<file path="src/rtl/pad_ctrl_pkg.sv">
// Shared types and constants for the pad bank controller.
// Holds the FSM state encoding, drive-config reset values and counter widths.
package pad_ctrl_pkg;

    typedef enum logic [1:0] {
        ST_INIT  = 2'd0,
        ST_RECV  = 2'd1,
        ST_TURN  = 2'd2,
        ST_DRIVE = 2'd3
    } pad_state_e;

    localparam logic [1:0] DS_RESET = 2'b01;
    localparam logic       SR_RESET = 1'b0;

    // One counter serves both INIT (up to 255) and TURN (up to 15).
    localparam int INIT_CNT_W = 8;
    localparam int TURN_CNT_W = 4;
    localparam int CNT_W      = (INIT_CNT_W > TURN_CNT_W) ? INIT_CNT_W : TURN_CNT_W;

endpackage

</file>
<file path="src/rtl/pad_turn_cnt.sv">
// Loadable down-counter shared by the INIT settle and bus-turnaround phases.
// Load has priority over enable; the count saturates at zero.
module pad_turn_cnt
    import pad_ctrl_pkg::*;
#(
    parameter int W = CNT_W
) (
    input  logic         clk,
    input  logic         rst,
    input  logic         load,
    input  logic [W-1:0] load_val,
    input  logic         en,
    output logic [W-1:0] count,
    output logic         zero
);

    always_ff @(posedge clk or posedge rst) begin
        if (rst) begin
            count <= '0;
        end else if (load) begin
            count <= load_val;
        end else if (en && (count != '0)) begin
            count <= count - W'(1);
        end
    end

    assign zero = (count == '0);

endmodule

</file>
<file path="src/rtl/pad_bank_ctrl.sv">
// Direction and drive-config controller for a bank of bidirectional pads.
// Every output is registered from the next state, so OE and IE can never overlap.
module pad_bank_ctrl
    import pad_ctrl_pkg::*;
#(
    parameter int NPADS    = 8,
    parameter int TURN_CYC = 2,
    parameter int INIT_CYC = 16
) (
    input  logic             clk,
    input  logic             rst,
    input  logic             dir_valid,
    input  logic             dir_out,
    output logic             dir_ready,
    input  logic             cfg_valid,
    input  logic [1:0]       cfg_ds,
    input  logic             cfg_sr,
    output logic             cfg_ready,
    output logic [NPADS-1:0] pad_oe,
    output logic [NPADS-1:0] pad_ie,
    output logic             pad_ds0,
    output logic             pad_ds1,
    output logic             pad_sr,
    output logic             pad_rto,
    output logic             pad_sns,
    output logic             busy,
    output logic             cur_dir
);

    // The first INIT cycle is spent loading, hence the extra minus one.
    localparam logic [CNT_W-1:0] INIT_LOAD = CNT_W'(INIT_CYC - 2);
    localparam logic [CNT_W-1:0] TURN_LOAD = CNT_W'(TURN_CYC - 1);

    pad_state_e       state;
    pad_state_e       next_state;
    logic             init_loaded;
    logic             cnt_load;
    logic             cnt_en;
    logic             cnt_zero;
    logic [CNT_W-1:0] cnt_val;
    logic [CNT_W-1:0] cnt;
    logic             dir_fire;
    logic             cfg_fire;
    logic             init_last;
    logic             init_penult;

    assign dir_fire    = dir_valid & dir_ready;
    assign cfg_fire    = cfg_valid & cfg_ready;
    assign init_last   = init_loaded ? cnt_zero : (INIT_CYC == 1);
    assign init_penult = init_loaded ? (cnt == CNT_W'(1)) : (INIT_CYC == 2);

    pad_turn_cnt #(.W(CNT_W)) u_cnt (
        .clk      (clk),
        .rst      (rst),
        .load     (cnt_load),
        .load_val (cnt_val),
        .en       (cnt_en),
        .count    (cnt),
        .zero     (cnt_zero)
    );

    always_comb begin
        next_state = state;
        cnt_load   = 1'b0;
        cnt_val    = '0;
        cnt_en     = 1'b0;
        case (state)
            ST_INIT: begin
                if (init_last) begin
                    next_state = ST_RECV;
                end else if (!init_loaded) begin
                    cnt_load = 1'b1;
                    cnt_val  = INIT_LOAD;
                end else begin
                    cnt_en = 1'b1;
                end
            end
            ST_RECV, ST_DRIVE: begin
                if (dir_fire && (dir_out != cur_dir)) begin
                    next_state = ST_TURN;
                    cnt_load   = 1'b1;
                    cnt_val    = TURN_LOAD;
                end
            end
            ST_TURN: begin
                if (cnt_zero) begin
                    next_state = cur_dir ? ST_RECV : ST_DRIVE;
                end else begin
                    cnt_en = 1'b1;
                end
            end
            default: next_state = ST_INIT;
        endcase
    end

    // cur_dir follows only the settled states, so it holds its old value through TURN.
    always_ff @(posedge clk or posedge rst) begin
        if (rst) begin
            state       <= ST_INIT;
            init_loaded <= 1'b0;
            pad_oe      <= '0;
            pad_ie      <= '0;
            pad_ds0     <= DS_RESET[0];
            pad_ds1     <= DS_RESET[1];
            pad_sr      <= SR_RESET;
            pad_rto     <= 1'b0;
            pad_sns     <= 1'b0;
            busy        <= 1'b1;
            cur_dir     <= 1'b0;
            dir_ready   <= 1'b0;
            cfg_ready   <= 1'b0;
        end else begin
            state <= next_state;
            if ((state == ST_INIT) && cnt_load) begin
                init_loaded <= 1'b1;
            end
            pad_oe    <= (next_state == ST_DRIVE) ? {NPADS{1'b1}} : {NPADS{1'b0}};
            pad_ie    <= (next_state == ST_RECV)  ? {NPADS{1'b1}} : {NPADS{1'b0}};
            busy      <= (next_state == ST_INIT) || (next_state == ST_TURN);
            dir_ready <= (next_state == ST_RECV) || (next_state == ST_DRIVE);
            cfg_ready <= (next_state == ST_RECV) || (next_state == ST_DRIVE);
            if (next_state == ST_DRIVE) begin
                cur_dir <= 1'b1;
            end else if (next_state == ST_RECV) begin
                cur_dir <= 1'b0;
            end
            if ((state == ST_INIT) && (init_penult || init_last)) begin
                pad_rto <= 1'b1;
                pad_sns <= 1'b1;
            end
            if (cfg_fire) begin
                pad_ds0 <= cfg_ds[0];
                pad_ds1 <= cfg_ds[1];
                pad_sr  <= cfg_sr;
            end
        end
    end

endmodule

</file>
<file path="config.mk">
export PLATFORM = sky130hd
export DESIGN_NAME = pad_bank_ctrl
export DESIGN_NICKNAME = d
export VERILOG_FILES = /design/src/rtl/pad_ctrl_pkg.sv /design/src/rtl/pad_turn_cnt.sv /design/src/rtl/pad_bank_ctrl.sv
export SDC_FILE = /design/constraint.sdc
export NUM_CORES = 1
export LEC_CHECK = 0
export CAP_MARGIN = 20
export CORE_ASPECT_RATIO = 1.4
export CORE_MARGIN = 2
export CORE_UTILIZATION = 39
export DETAILED_ROUTE_END_ITERATION = 8
export GPL_ROUTABILITY_DRIVEN = 0
export PLACE_DENSITY = 0.68
export SETUP_SLACK_MARGIN = 0.2
export SYNTH_ARGS = -nofsm -noshare
export SYNTH_HDL_FRONTEND = slang
export SYNTH_HIERARCHICAL = 1
export SYNTH_SLANG_ARGS = --single-unit
</file>
<file path="constraint.sdc">
create_clock -name clk -period 2.5 [get_ports clk]
set_input_delay 0.375 -clock clk [delete_from_list [all_inputs] [get_ports clk]]
set_output_delay 0.375 -clock clk [all_outputs]
set_load 0.1 [all_outputs]
</file>
## Yosys cells after proc, flatten, opt, wreduce, memory -nomap -nowiden

Cells that the tools add are included.
Widths: inputs -> output; s select.

- Input port bits: 8
- Logic and storage cells: 62
- Output and inout bits: 25
- Flip-flop bits (word level): 34

- Reduce and logical (&&, ||, !) cells: 14
- Multiplexer cells: 25
- Add/subtract/negate cells: 1
- Bitwise gates (word level): 2
- Eq/ne operators: 8

Operator list:

| cell | count |
|---|---|
| $mux 8 | 4 |
| $mux 1 | 11 |
| $eq 2x2->1 const B | 4 |
| $eq 8x1->1 const B | 1 |
| $logic_not 8->1 | 1 |
| $mux 2 | 4 |
| $mux 4 | 2 |
| $pmux 4 s2 | 1 |
| $reduce_bool 8->1 | 1 |
| $sub 8x1->8 const B | 1 |
| $pmux 2 s3 | 1 |
| $eq 2x1->1 const B | 2 |
| $logic_and 1x1->1 | 4 |
| $logic_not 2->1 | 2 |
| $pmux 1 s2 | 2 |
| $reduce_bool 2->1 | 2 |
| $logic_or 1x1->1 | 3 |
| $and 1x1->1 | 2 |
| $reduce_or 2->1 | 1 |
| $ne 1x1->1 | 1 |

## Depth between registers and ports, before layout

Gate-level depths: netlist of the first run.

- Depth in word-level cells: 7
- Depth in mapped cells: 9

## By module

The synthesis of the first run kept the hierarchy.

By module, submodules not included:

| module | area an instance (µm²) | seq. area each (µm²) | cells each | instances |
|---|---|---|---|---|
| pad_bank_ctrl | 603.1 | 277.8 | 58 | 1 |
| pad_turn_cnt | 495.5 | 200.2 | 53 | 1 |

## Worst setup path before layout of the first run

No wires, ideal clock.

- Kind: register -> register
- Start point: register state[0]
- End point: register u_cnt.count[5]
- Arrival time: 2.019 ns
- Path buffers: 1
- Library setup time: 0.136 ns
- Cell stages (with the launch flop): 6
- Period minus slack after synthesis: 2.155 ns
- Setup slack: 0.345 ns
- Cells stage by stage: dfrtp_1 nand2_2 nor2_2 or2_1 clkbuf_1 o21ai_0

- Word-level cells in the longest chain between the ends: 4
- Elaborated cells on any way between the ends: 10
- Those cells by class: 3 x eq/ne; 3 x mux; 4 x reduce/logical

Ends and longest elaborated chain:

| what | line | text |
|---|---|---|
| from (decl) | pad_bank_ctrl.sv:34 | `pad_state_e state;` |
| from (signal assigned) | pad_bank_ctrl.sv:113 | `state <= next_state;` |
| $eq 2x1->1 / $eq 2x2->1 (equally long branches) | pad_bank_ctrl.sv:67 | `case (state)` |
| $reduce_or 2->1 | pad_bank_ctrl.sv:67 |  |
| $pmux 1 s2 (*) | pad_bank_ctrl.sv:67 |  |
| net cnt_load | pad_bank_ctrl.sv:37 | `logic cnt_load;` |
| $mux 8 / $reduce_bool 2->1 (equally long branches) | -- |  |
| to (signal assigned) | pad_turn_cnt.sv:21 | `count <= load_val;` |
| to (signal assigned) | pad_turn_cnt.sv:23 | `count <= count - W'(1);` |
| to (decl) | pad_turn_cnt.sv:13 | `output logic [W-1:0] count,` |

Mark *: on every way through the listed nets, which the timed path passes. The rest lies on a longest branch.
A chain may end at the register's enable or synchronous reset.

## Worst setup path in the final report of the first run

- Start point: register u_cnt.count[0]
- End point: register u_cnt.count[5]

- Word-level cells in the longest chain between the ends: 6
- Elaborated cells on any way between the ends: 13
- Those cells by class: 1 x add/sub; 8 x mux; 4 x reduce/logical

Ends and longest elaborated chain:

| what | line | text |
|---|---|---|
| $logic_not 8->1 (*) | pad_turn_cnt.sv:27 | `assign zero = (count == '0);` |
| net cnt_zero | pad_bank_ctrl.sv:39 | `logic cnt_zero;` |
| $mux 1 | pad_bank_ctrl.sv:49 | `assign init_last = init_loaded ? cnt_zero : (INIT_CYC == 1);` |
| $mux 1 | pad_bank_ctrl.sv:69 | `if (init_last) begin` |
| $pmux 1 s2 (*) | pad_bank_ctrl.sv:67 |  |
| net cnt_en | pad_bank_ctrl.sv:38 | `logic cnt_en;` |
| $logic_and 1x1->1 (*) | pad_turn_cnt.sv:22 | `end else if (en && (count != '0)) begin` |
| $reduce_bool 2->1 (no source line) (*) | -- |  |

Mark *: on every way through the listed nets, which the timed path passes. The rest lies on a longest branch. The select of a mux whose other input is x is not followed.

==> report_table.html, run 1 <==
<table>
<tr><th>Metric</th><th>Value</th></tr>
<tr><th colspan="2">Status</th></tr>
<tr><td>Outcome</td><td>completed</td></tr>
<tr><th colspan="2">Global routing</th></tr>
<tr><td>Remaining global-route overflow</td><td>0</td></tr>
<tr><td>Wire length of the first global-routing pass</td><td>3.663 mm</td></tr>
<tr><td>Largest net degree at the start of global routing</td><td>18</td></tr>
<tr><td>Number of global-route vias before repair</td><td>843</td></tr>
<tr><td>Total GRT Usage</td><td>14.58%</td></tr>
<tr><td>Initial antenna violation count</td><td>0</td></tr>
<tr><th colspan="2">Setup path</th></tr>
<tr><td>Kind of end point of the critical path</td><td>flop</td></tr>
<tr><td>Critical path arrival</td><td>2.26 ns</td></tr>
<tr><td>Peak per-stage delay on the critical path</td><td>0.50 ns</td></tr>
<tr><td>Cells along the critical path</td><td>inv_1 -&gt; ha_1 -&gt; or4b_4 -&gt; nor2_2 -&gt; nor3_2 -&gt; nor3b_2 -&gt; nand3_1 -&gt; xor2_1 -&gt; o21ai_0</td></tr>
<tr><td>Setup crit start kind</td><td>flop</td></tr>
<tr><td>CP max FO</td><td>4</td></tr>
<tr><td>Cell with the biggest individual delay on the critical path</td><td>sky130_fd_sc_hd__or4b_4</td></tr>
<tr><td>Kind of critical path</td><td>flop to flop</td></tr>
<tr><td>Required time of the critical path</td><td>2.66 ns</td></tr>
<tr><th colspan="2">Cells and area</th></tr>
<tr><td>Ratio of cells with drive above 1 in the final layout</td><td>34.33%</td></tr>
<tr><td>Multi-input combinational cell area</td><td>501.7 um^2</td></tr>
<tr><td>Storage cell area</td><td>478.0 um^2</td></tr>
<tr><td>Diode insertion count for antenna repair</td><td>0</td></tr>
<tr><td>Relative area change from synthesis to final layout</td><td>21.53%</td></tr>
<tr><td>Count of nets after finishing</td><td>145</td></tr>
<tr><td>Final-layout fill cell count</td><td>256</td></tr>
<tr><th colspan="2">Routing</th></tr>
<tr><td>Routed wire length per instance</td><td>12.69 um</td></tr>
<tr><td>Detailed-route vias per instance</td><td>5.112</td></tr>
<tr><td>Overall via count from detail_route</td><td>869</td></tr>
<tr><td>Antenna viol nets, final</td><td>0</td></tr>
<tr><td>Drt first-iter violations</td><td>21</td></tr>
<tr><td>Total Routed Length</td><td>2.158 mm</td></tr>
<tr><td>DRT Pass-1 Iters</td><td>4</td></tr>
<tr><td>Post-route DRC violation count</td><td>0</td></tr>
<tr><th colspan="2">Timing</th></tr>
<tr><td>Maximum clock frequency</td><td>474.6 MHz</td></tr>
<tr><td>Final period util</td><td>84.29%</td></tr>
<tr><td>Setup tns final</td><td>0 ns</td></tr>
<tr><td>Final critical-path required period</td><td>2.107 ns</td></tr>
<tr><td>Fin. max-slew vios</td><td>0</td></tr>
<tr><td>Unrepaired setup endpoints after global routing</td><td>no</td></tr>
<tr><td>Headroom to the max-slew limit</td><td>55.18%</td></tr>
<tr><td>Setup clock skew after layout</td><td>0.004498 ns</td></tr>
<tr><td>Worst Tran Pin Value</td><td>0.6630 ns</td></tr>
<tr><td>Count of endpoints failing setup in the final report</td><td>0</td></tr>
<tr><td>Hold violation total from the final report</td><td>0</td></tr>
<tr><th colspan="2">Placement</th></tr>
<tr><td>Placed wire-length estimate</td><td>1.628 mm</td></tr>
<tr><td>IO Port Bufs</td><td>32</td></tr>
<tr><th colspan="2">Floorplanning</th></tr>
<tr><td>Area enclosed by the die boundary</td><td>0.003263 mm^2</td></tr>
<tr><td>Std-Cell Rows</td><td>22</td></tr>
<tr><td>Core Region</td><td>0.002643 mm^2</td></tr>
<tr><td>Height of the die</td><td>66.80 um</td></tr>
<tr><td>Starting Density</td><td>41.57%</td></tr>
<tr><td>Floorplan die width</td><td>48.86 um</td></tr>
<tr><td>Io pins</td><td>33</td></tr>
<tr><th colspan="2">Synthesis</th></tr>
<tr><td>Mean Syn Cell Area</td><td>9.897 um^2</td></tr>
<tr><td>Leading register cell type out of synthesis</td><td>sky130_fd_sc_hd__dfrtp_1</td></tr>
<tr><td>Count of state elements after synthesis</td><td>19</td></tr>
<tr><td>Number of synthesized flops with an enable pin</td><td>0</td></tr>
<tr><td>Ranking of synthesized cells by instance count</td><td>17 x sky130_fd_sc_hd__dfrtp_1, 16 x sky130_fd_sc_hd__buf_4, 10 x sky130_fd_sc_hd__nand2_1</td></tr>
<tr><td>Netlist area before placement</td><td>0.001099 mm^2</td></tr>
<tr><td>Cells after Synth</td><td>111</td></tr>
<tr><td>Cells taking the most area after synthesis</td><td>sky130_fd_sc_hd__dfrtp_1 39%, sky130_fd_sc_hd__buf_4 11%, sky130_fd_sc_hd__dfstp_2 4.8%</td></tr>
<tr><td>Synthesis Warnings</td><td>6</td></tr>
<tr><td>Share of flip-flops with an asynchronous set or reset after synthesis</td><td>100.0%</td></tr>
<tr><td>Most area-hungry cell type in the Yosys netlist</td><td>sky130_fd_sc_hd__dfrtp_1</td></tr>
<tr><td>Portion of the post-synthesis area used by sequential elements</td><td>43.51%</td></tr>
<tr><td>Share of Yosys cell area claimed by the top area cell type</td><td>38.72%</td></tr>
<tr><td>Most common cell in the synthesized netlist</td><td>sky130_fd_sc_hd__dfrtp_1</td></tr>
<tr><td>Number of library cell types mapped by synthesis</td><td>44</td></tr>
<tr><th colspan="2">Clock network</th></tr>
<tr><td>Clock net sink count</td><td>19</td></tr>
<tr><td>Clock-pin slew of the registers on the worst-case setup and hold paths</td><td>0.11 ns</td></tr>
<tr><td>Clk buf depth</td><td>2</td></tr>
<tr><td>Clock insertion delay at the later pin of the skew report</td><td>0.29 ns</td></tr>
<tr><td>TritonCTS buffer count</td><td>3</td></tr>
<tr><td>CTS H-Tree Depth</td><td>1</td></tr>
<tr><td>TritonCTS clock tree</td><td>done</td></tr>
<tr><td>Number of buffers added for setup after CTS</td><td>0</td></tr>
<tr><td>CTS Root Buffer Type</td><td>sky130_fd_sc_hd__clkbuf_4</td></tr>
<tr><th colspan="2">Hold path</th></tr>
<tr><td>Worst min-delay path class</td><td>input pin to asynchronous set/reset pin</td></tr>
<tr><th colspan="2">Job</th></tr>
<tr><td>Max-cap violations</td><td>0</td></tr>
</table>
-- cell families (layout without fill, tap and decap cells) --
group	count (synthesis)	in the layout	synth area share (%)
compound gates	22	22	13.78
xor+xnor	5	5	3.987
fa+ha+maj	2	2	2.278
buf+inv	22	42	12.98
flops	19	19	43.51
mux	4	4	4.100
other cells	1	4	0.3414
simple gates	36	36	19.02
-- flip-flops by register name (all words and copies together), names as in the netlist --
| register | count |
|---|---|
| cur_dir | 1 |
| pad_ie | 1 |
| pad_ds1 | 1 |
| pad_sns | 1 |
| init_loaded | 1 |
| busy | 1 |
| pad_oe | 1 |
| state | 2 |
| u_cnt/count | 8 |
| pad_ds0 | 1 |
| pad_sr | 1 |
-- layer usage --
| metal | track usage (%) | vias to the layer above | routed length [um] |
|---|---|---|---|
| li1 | - | 412 | - |
| met1 | 14.99 | 411 | 841 |
| met2 | 28.77 | 38 | 1105 |
| met3 | 2.915 | 8 | 163 |
| met4 | 5.357 | 0 | 47 |
| met5 | 0 | - | 0 |
-- cell type report --
| class | count | area share [%] |
|---|---|---|
| Tap cell | 36 | 3.374 |
| Multi-Input combinational cell | 73 | 37.58 |
| Timing Repair Buffer | 33 | 19.87 |
| Inverter | 5 | 1.406 |
| Sequential cell | 19 | 35.80 |
| Clock buffer | 4 | 1.968 |
-- worst paths after layout --
check                      cells past startpoint        endpoint  slack (ns)           start
setup / recovery                               9  u_cnt/count[5]        0.39  u_cnt/count[0]
hold / removal                                 2  u_cnt/count[1]        0.36             rst
setup reg to reg                               9  u_cnt/count[5]        0.39  u_cnt/count[0]
hold reg to reg                                1          pad_sr        0.52          pad_sr
max in group asynchronous                      2            busy        1.80             rst
min in group clk                               1          pad_sr        0.52          pad_sr
-- timing repair --
action                     in CTS  in global routing
gates resized for setup         0                  3
setup endpoints to repair       0                  4
hold buffers                    0                  0
-- critical path: cells and delay by family, from the launching register on --
family | cells | cell delay [ns]
simple gates | 5 | 1.02
flops | 1 | 0.42
fa+ha+maj | 1 | 0.17
xor+xnor | 1 | 0.15
buf+inv | 1 | 0.12
compound gates | 1 | 0.09
-- stage by stage --
step                setup slack (ns)  instance area (um^2)  hold slack (ns)  util [%]  std cells
finish                        0.3928                  1335           0.3562     50.52        170
global route                  0.2399                  1335           0.3878     50.52        170
CTS                           0.2591                  1323           0.3594     50.05        170
detailed placement            0.2864                  1296           0.4949     49.05        166
global placement              0.3706                  1296           0.4856     49.05        166
floorplan                     0.3455                  1110           0.1907         -        114
-- cells in the final DEF (no fill, tap or decap), types with 2 or more instances in the layout --
master and count:
sky130_fd_sc_hd__nand2_1 10, sky130_fd_sc_hd__nor2_2 2, sky130_fd_sc_hd__nor2_1 4, sky130_fd_sc_hd__ha_1 2, sky130_fd_sc_hd__a21oi_1 2, sky130_fd_sc_hd__nor2b_1 2
sky130_fd_sc_hd__nor4b_1 2, sky130_fd_sc_hd__xnor2_1 3, sky130_fd_sc_hd__xor2_1 2, sky130_fd_sc_hd__conb_1 4, sky130_fd_sc_hd__nand2_2 2, sky130_fd_sc_hd__clkdlybuf4s50_1 7
sky130_fd_sc_hd__mux2_2 3, sky130_fd_sc_hd__o21ai_0 5, sky130_fd_sc_hd__o21ai_1 3, sky130_fd_sc_hd__buf_4 26, sky130_fd_sc_hd__dfstp_2 2, sky130_fd_sc_hd__nor3_1 2
sky130_fd_sc_hd__inv_1 5, sky130_fd_sc_hd__clkbuf_4 3, sky130_fd_sc_hd__dfrtp_1 17
Power of run 1 is left out: the tool's default activity adds up to more than one toggle a clock period on the data nets, which glitch-free logic cannot reach.
==> run 2, diff against run 1 <==
- clock period: 2.5 -> 2 ns (I/O delays scaled with it)
==> run 2 against run 1 <==
Compared with the run above: clock skew increased by 0.0044 ns; first-iteration DRC count is 4.8% lower; wire length is 10% higher; flip-flop and latch count unchanged; sequential share of layout area shrank 3.5 points; highest routed layer unchanged.
==> report_table.html, run 2 (synthesized netlist as in run 1, its figures left out) <==
<table>
<tr><th>Metric</th><th>Value</th></tr>
<tr><th colspan="2">Routing</th></tr>
<tr><td>DRT Pass-1 Iters</td><td>4</td></tr>
<tr><td>Antenna viol nets, final</td><td>0</td></tr>
<tr><td>Detailed-route vias per instance</td><td>4.995</td></tr>
<tr><td>Total Routed Length</td><td>2.382 mm</td></tr>
<tr><td>Overall via count from detail_route</td><td>909</td></tr>
<tr><td>Drt first-iter violations</td><td>20</td></tr>
<tr><td>Routed wire length per instance</td><td>13.09 um</td></tr>
<tr><td>Post-route DRC violation count</td><td>0</td></tr>
<tr><th colspan="2">Timing</th></tr>
<tr><td>Unrepaired setup endpoints after global routing</td><td>yes</td></tr>
<tr><td>Maximum clock frequency</td><td>516.5 MHz</td></tr>
<tr><td>Setup WS post-layout</td><td>0.06395 ns</td></tr>
<tr><td>Hold violation total from the final report</td><td>0</td></tr>
<tr><td>Setup tns final</td><td>0 ns</td></tr>
<tr><td>Final critical-path required period</td><td>1.936 ns</td></tr>
<tr><td>Final period util</td><td>96.80%</td></tr>
<tr><td>Setup clock skew after layout</td><td>0.008937 ns</td></tr>
<tr><td>Fin. max-slew vios</td><td>0</td></tr>
<tr><td>Count of endpoints failing setup in the final report</td><td>0</td></tr>
<tr><th colspan="2">Clock network</th></tr>
<tr><td>Clock net sink count</td><td>19</td></tr>
<tr><td>Clock-pin slew of the registers on the worst-case setup and hold paths</td><td>0.11 ns</td></tr>
<tr><td>CTS H-Tree Depth</td><td>1</td></tr>
<tr><td>TritonCTS clock tree</td><td>done</td></tr>
<tr><td>Clock insertion delay at the later pin of the skew report</td><td>0.29 ns</td></tr>
<tr><td>Clk buf depth</td><td>2</td></tr>
<tr><td>TritonCTS buffer count</td><td>3</td></tr>
<tr><td>CTS Root Buffer Type</td><td>sky130_fd_sc_hd__clkbuf_4</td></tr>
<tr><th colspan="2">Setup path</th></tr>
<tr><td>Depth of the worst register-to-register path</td><td>8</td></tr>
<tr><td>Kind of end point of the critical path</td><td>flop</td></tr>
<tr><td>CP Capture Point</td><td>u_cnt/count[1]</td></tr>
<tr><td>Reg-to-reg endpoint</td><td>u_cnt/count[1]</td></tr>
<tr><td>Reg2reg start</td><td>u_cnt/count[1]</td></tr>
<tr><td>Kind of critical path</td><td>flop to flop</td></tr>
<tr><td>Register-to-Register Setup Slack</td><td>0.06 ns</td></tr>
<tr><td>Setup crit start kind</td><td>flop</td></tr>
<tr><td>CP max FO</td><td>3</td></tr>
<tr><td>Required time of the critical path</td><td>2.23 ns</td></tr>
<tr><td>Critical path arrival</td><td>2.16 ns</td></tr>
<tr><td>Origin of the worst setup path</td><td>u_cnt/count[1]</td></tr>
<tr><th colspan="2">Hold path</th></tr>
<tr><td>Worst min-delay path class</td><td>input pin to asynchronous set/reset pin</td></tr>
<tr><th colspan="2">Cells and area</th></tr>
<tr><td>Diode insertion count for antenna repair</td><td>0</td></tr>
<tr><td>Largest registers</td><td>u_cnt/count (8), state (2)</td></tr>
<tr><td>Commonest cells after routing, fill and taps aside</td><td>38 x sky130_fd_sc_hd__buf_4, 15 x sky130_fd_sc_hd__dfrtp_1, 9 x sky130_fd_sc_hd__nand2_1, 7 x sky130_fd_sc_hd__clkdlybuf4s50_1, 5 x sky130_fd_sc_hd__o21ai_1</td></tr>
<tr><td>Storage cell area</td><td>480.5 um^2</td></tr>
<tr><td>Most flop-heavy register</td><td>u_cnt/count</td></tr>
<tr><td>Count of nets after finishing</td><td>157</td></tr>
<tr><td>Relative area change from synthesis to final layout</td><td>35.31%</td></tr>
<tr><td>Multi-input combinational cell area</td><td>560.5 um^2</td></tr>
<tr><td>Ratio of cells with drive above 1 in the final layout</td><td>45.89%</td></tr>
<tr><td>Largest register FFs</td><td>8</td></tr>
<tr><td>Most common cell after layout, fill and taps aside</td><td>sky130_fd_sc_hd__buf_4</td></tr>
<tr><td>Summed area of non-filler cells in the final layout</td><td>0.001486 mm^2</td></tr>
<tr><td>Final-layout fill cell count</td><td>229</td></tr>
<tr><th colspan="2">Global routing</th></tr>
<tr><td>Remaining global-route overflow</td><td>0</td></tr>
<tr><td>Wire length of the first global-routing pass</td><td>4.112 mm</td></tr>
<tr><td>Largest net degree at the start of global routing</td><td>14</td></tr>
<tr><td>Initial antenna violation count</td><td>0</td></tr>
<tr><td>Number of global-route vias before repair</td><td>924</td></tr>
<tr><td>Total GRT Usage</td><td>16.28%</td></tr>
<tr><th colspan="2">Placement</th></tr>
<tr><td>IO Port Bufs</td><td>32</td></tr>
<tr><td>Placed wire-length estimate</td><td>1.747 mm</td></tr>
<tr><td>Pre-CTS setup slack</td><td>0.06586 ns</td></tr>
<tr><td>Instance area after placement</td><td>0.001363 mm^2</td></tr>
<tr><th colspan="2">Floorplanning</th></tr>
<tr><td>Std-Cell Rows</td><td>22</td></tr>
<tr><td>Area enclosed by the die boundary</td><td>0.003263 mm^2</td></tr>
<tr><td>Io pins</td><td>33</td></tr>
<tr><td>Starting Density</td><td>41.57%</td></tr>
<tr><td>Floorplan die width</td><td>48.86 um</td></tr>
<tr><td>Height of the die</td><td>66.80 um</td></tr>
<tr><td>Core Region</td><td>0.002643 mm^2</td></tr>
<tr><th colspan="2">Job</th></tr>
<tr><td>Max-cap violations</td><td>0</td></tr>
<tr><th colspan="2">Status</th></tr>
<tr><td>Outcome</td><td>completed</td></tr>
</table>
## run 2: changes by cell type in the layout (fill, tap and decap cells not counted), moves of 2 or more
cell	delta
sky130_fd_sc_hd__o21ai_1	+2
sky130_fd_sc_hd__o21ai_0	-2
sky130_fd_sc_hd__inv_2	+2
sky130_fd_sc_hd__dfrtp_1	-2
sky130_fd_sc_hd__inv_1	-2
sky130_fd_sc_hd__dfrtp_2	+2
sky130_fd_sc_hd__buf_4	+12
## run 2: layout make-up
type | count | area share (%)
multi-input cells | 73 | 37.71
flip-flops and latches | 19 | 32.32
repair buffers | 45 | 23.91
well taps | 36 | 3.030
clock buffers | 4 | 1.768
inverters | 5 | 1.263
## run 2: what timing repair did
item                       in CTS  in global routing
setup buffers                   5                  3
setup endpoints to repair      10                 13
gates resized for setup         2                  4
pin swaps                       4                  1
hold buffers                    0                  0
## run 2: routing by layer
| layer | share of wire (%) | GRT usage [%] | vias to the layer above |
|---|---|---|---|
| li1 | - | - | 438 |
| met1 | 40 | 17.14 | 426 |
| met2 | 51 | 31.68 | 40 |
| met3 | 7.8 | 4.036 | 5 |
| met4 | 1.5 | 4.643 | 0 |
| met5 | 0 | 0 | - |
## run 2: worst min-delay path by stage
| stage | startpoint | endpoint | slack (ns) | depth (start not counted) |
|---|---|---|---|---|
| 4_1_cts | rst | u_cnt/count[3] | 0.28 | 2 |
| 2_1_floorplan | rst | u_cnt/count[0] | 0.12 | 1 |
| 5_1_grt | rst | u_cnt/count[2] | 0.29 | 2 |
| 6_report | rst | u_cnt/count[3] | 0.27 | 2 |
| 3_3_place_gp | pad_ds1 | pad_ds1 | 0.49 | 1 |
| 3_5_place_dp | pad_sr | pad_sr | 0.50 | 1 |
## run 2: critical path, cell delays in order (launching register included)
cell,delay (ns)
sky130_fd_sc_hd__dfrtp_1,0.41
sky130_fd_sc_hd__inv_2,0.09
sky130_fd_sc_hd__ha_4,0.13
sky130_fd_sc_hd__or4b_4,0.49
sky130_fd_sc_hd__nor2_4,0.13
sky130_fd_sc_hd__nor3_4,0.06
sky130_fd_sc_hd__o21ai_2,0.09
sky130_fd_sc_hd__mux2_4,0.32
sky130_fd_sc_hd__o21ai_1,0.13
## run 2: metrics by stage
step | utilization, % | hold WS, ns | instances
4_1_cts | 54.45 | 0.2830 | 179
2_1_floorplan | - | 0.1157 | 114
6_report | 56.25 | 0.2694 | 182
3_3_place_gp | 51.56 | 0.4886 | 170
5_1_grt | 56.25 | 0.2932 | 182
3_5_place_dp | 51.56 | 0.4997 | 170
Power of run 2 is left out for the same reason.
==> run 3, diff against run 2 <==
- PLACE_DENSITY: 0.68 -> 0.74
==> run 3 against run 2 <==
Compared with the run above: sequential share of layout area fell by 0.14 points; fmax increased by 0.47%; die area stayed put; critical endpoint is now u_cnt/count[7]; largest cell class unchanged.
==> report_table.html, run 3 (synthesized netlist as in run 1, its figures left out) <==
<table>
<tr><th>Metric</th><th>Value</th></tr>
<tr><th colspan="2">Status</th></tr>
<tr><td>Outcome</td><td>completed</td></tr>
<tr><th colspan="2">Global routing</th></tr>
<tr><td>Remaining global-route overflow</td><td>0</td></tr>
<tr><td>Initial antenna violation count</td><td>0</td></tr>
<tr><td>Number of global-route vias before repair</td><td>905</td></tr>
<tr><td>Total GRT Usage</td><td>16.82%</td></tr>
<tr><td>Largest net degree at the start of global routing</td><td>14</td></tr>
<tr><td>Wire length of the first global-routing pass</td><td>4.222 mm</td></tr>
<tr><th colspan="2">Setup path</th></tr>
<tr><td>Critical path arrival</td><td>2.12 ns</td></tr>
<tr><td>Setup crit start kind</td><td>flop</td></tr>
<tr><td>Required time of the critical path</td><td>2.20 ns</td></tr>
<tr><td>Peak per-stage delay on the critical path</td><td>0.50 ns</td></tr>
<tr><td>CP max FO</td><td>3</td></tr>
<tr><td>Register-to-Register Setup Slack</td><td>0.07 ns</td></tr>
<tr><td>Cells along the critical path</td><td>inv_2 -&gt; ha_4 -&gt; or4b_4 -&gt; nor2_4 -&gt; nor3_4 -&gt; nor3b_4 -&gt; nand4_1 -&gt; xor2_1 -&gt; o21ai_1</td></tr>
<tr><td>Kind of critical path</td><td>flop to flop</td></tr>
<tr><td>Reg2reg start</td><td>u_cnt/count[1]</td></tr>
<tr><td>Kind of end point of the critical path</td><td>flop</td></tr>
<tr><td>Depth of the worst register-to-register path</td><td>9</td></tr>
<tr><td>Cell with the biggest individual delay on the critical path</td><td>sky130_fd_sc_hd__or4b_4</td></tr>
<tr><td>Origin of the worst setup path</td><td>u_cnt/count[1]</td></tr>
<tr><td>Reg-to-reg endpoint</td><td>u_cnt/count[7]</td></tr>
<tr><th colspan="2">Floorplanning</th></tr>
<tr><td>Height of the die</td><td>66.80 um</td></tr>
<tr><td>Area enclosed by the die boundary</td><td>0.003263 mm^2</td></tr>
<tr><td>Io pins</td><td>33</td></tr>
<tr><td>Std-Cell Rows</td><td>22</td></tr>
<tr><td>Core Region</td><td>0.002643 mm^2</td></tr>
<tr><td>Starting Density</td><td>41.57%</td></tr>
<tr><td>Floorplan die width</td><td>48.86 um</td></tr>
<tr><th colspan="2">Timing</th></tr>
<tr><td>Fin. max-slew vios</td><td>0</td></tr>
<tr><td>Count of endpoints failing setup in the final report</td><td>0</td></tr>
<tr><td>Maximum clock frequency</td><td>518.9 MHz</td></tr>
<tr><td>Hold violation total from the final report</td><td>0</td></tr>
<tr><td>Setup clock skew after layout</td><td>0.009701 ns</td></tr>
<tr><td>Unrepaired setup endpoints after global routing</td><td>yes</td></tr>
<tr><td>Final period util</td><td>96.35%</td></tr>
<tr><td>Setup tns final</td><td>0 ns</td></tr>
<tr><td>Final critical-path required period</td><td>1.927 ns</td></tr>
<tr><th colspan="2">Cells and area</th></tr>
<tr><td>Commonest cells after routing, fill and taps aside</td><td>39 x sky130_fd_sc_hd__buf_4, 15 x sky130_fd_sc_hd__dfrtp_1, 9 x sky130_fd_sc_hd__nand2_1, 7 x sky130_fd_sc_hd__clkdlybuf4s50_1, 5 x sky130_fd_sc_hd__o21ai_1</td></tr>
<tr><td>Largest registers</td><td>u_cnt/count (8), state (2)</td></tr>
<tr><td>Diode insertion count for antenna repair</td><td>0</td></tr>
<tr><td>Count of nets after finishing</td><td>158</td></tr>
<tr><td>Most flop-heavy register</td><td>u_cnt/count</td></tr>
<tr><td>Relative area change from synthesis to final layout</td><td>35.88%</td></tr>
<tr><td>Ratio of cells with drive above 1 in the final layout</td><td>48.30%</td></tr>
<tr><td>Largest register FFs</td><td>8</td></tr>
<tr><td>Most common cell after layout, fill and taps aside</td><td>sky130_fd_sc_hd__buf_4</td></tr>
<tr><th colspan="2">Routing</th></tr>
<tr><td>Total Routed Length</td><td>2.431 mm</td></tr>
<tr><td>Detailed-route vias per instance</td><td>5.104</td></tr>
<tr><td>Overall via count from detail_route</td><td>934</td></tr>
<tr><td>Antenna viol nets, final</td><td>0</td></tr>
<tr><td>Post-route DRC violation count</td><td>0</td></tr>
<tr><td>DRT Pass-1 Iters</td><td>4</td></tr>
<tr><td>Routed wire length per instance</td><td>13.28 um</td></tr>
<tr><td>Drt first-iter violations</td><td>18</td></tr>
<tr><th colspan="2">Clock network</th></tr>
<tr><td>TritonCTS buffer count</td><td>3</td></tr>
<tr><td>CTS H-Tree Depth</td><td>1</td></tr>
<tr><td>Count of hold buffers inserted by post-cts repair</td><td>0</td></tr>
<tr><td>TritonCTS clock tree</td><td>done</td></tr>
<tr><td>Clock insertion delay at the later pin of the skew report</td><td>0.30 ns</td></tr>
<tr><td>Clk buf depth</td><td>2</td></tr>
<tr><td>Clock-pin slew of the registers on the worst-case setup and hold paths</td><td>0.11 ns</td></tr>
<tr><td>Clock net sink count</td><td>19</td></tr>
<tr><td>CTS Root Buffer Type</td><td>sky130_fd_sc_hd__clkbuf_4</td></tr>
<tr><th colspan="2">Job</th></tr>
<tr><td>Max-cap violations</td><td>0</td></tr>
<tr><th colspan="2">Hold path</th></tr>
<tr><td>Worst min-delay path class</td><td>input pin to asynchronous set/reset pin</td></tr>
<tr><th colspan="2">Placement</th></tr>
<tr><td>Placed wire-length estimate</td><td>1.764 mm</td></tr>
<tr><td>IO Port Bufs</td><td>32</td></tr>
</table>
[run 3: cell types whose count changed in the layout (fill, tap and decap cells not counted), sizes merged]
cell    previous run  this run
buf               38        39
clkbuf             4         3
clkinv             0         1
[run 3: worst max path at each step]
| stage | endpoint | slack (ns) |
|---|---|---|
| after floorplan | u_cnt/count[5] | 0.09 |
| after global placement | u_cnt/count[5] | 0.12 |
| after detailed placement | u_cnt/count[5] | 0.05 |
| after CTS | u_cnt/count[1] | 0.09 |
| after global routing | u_cnt/count[6] | 0.006 |
| final | u_cnt/count[7] | 0.07 |
[run 3: critical path, delay by kind of cell (launching register included)]
kind                       cells  cell delay [ns]
AOI/OAI and AO/OA              1             0.08
xor gates and xnor gates       1             0.17
adders and majority gates      1             0.13
buffers and inverters          1             0.09
DFF                            1             0.42
and+or+nand+nor                5             0.94
[run 3: area by class of cell]
class	count	area [um^2]
Clock buffer	3	22.52
Tap cell	36	45.04
Inverter	5	18.77
Sequential cell	19	480.5
Multi-Input combinational cell	73	558.0
Clock inverter	1	5.005
Timing Repair Buffer	46	362.8
Fill cell	234	1150
[run 3: stage by stage]
step | setup slack [ns] | instance area, um^2 | std cells | utilization, % | hold WS, ns
finish | 0.07297 | 1493 | 183 | 56.49 | 0.2701
global route | 0.006390 | 1493 | 183 | 56.49 | 0.3213
CTS | 0.08926 | 1453 | 180 | 54.97 | 0.2714
detailed placement | 0.04528 | 1370 | 171 | 51.85 | 0.5064
global placement | 0.1217 | 1370 | 171 | 51.85 | 0.4888
floorplan | 0.08944 | 1146 | 114 | - | 0.1157
[run 3: layer usage]
layer,GRT usage (%),share of wire (%)
met1,19.46,38
met2,28.08,50
met3,4.036,7.5
met4,10.36,4.6
met5,0,0
[run 3: repair_timing]
| action | 4_1_cts | 5_1_grt |
|---|---|---|
| resized for setup | 3 | 5 |
| buffers inserted | 5 | 3 |
| setup endpoints to repair | 12 | 12 |
| pin swaps | 2 | 6 |
Power of run 3 is left out for the same reason.
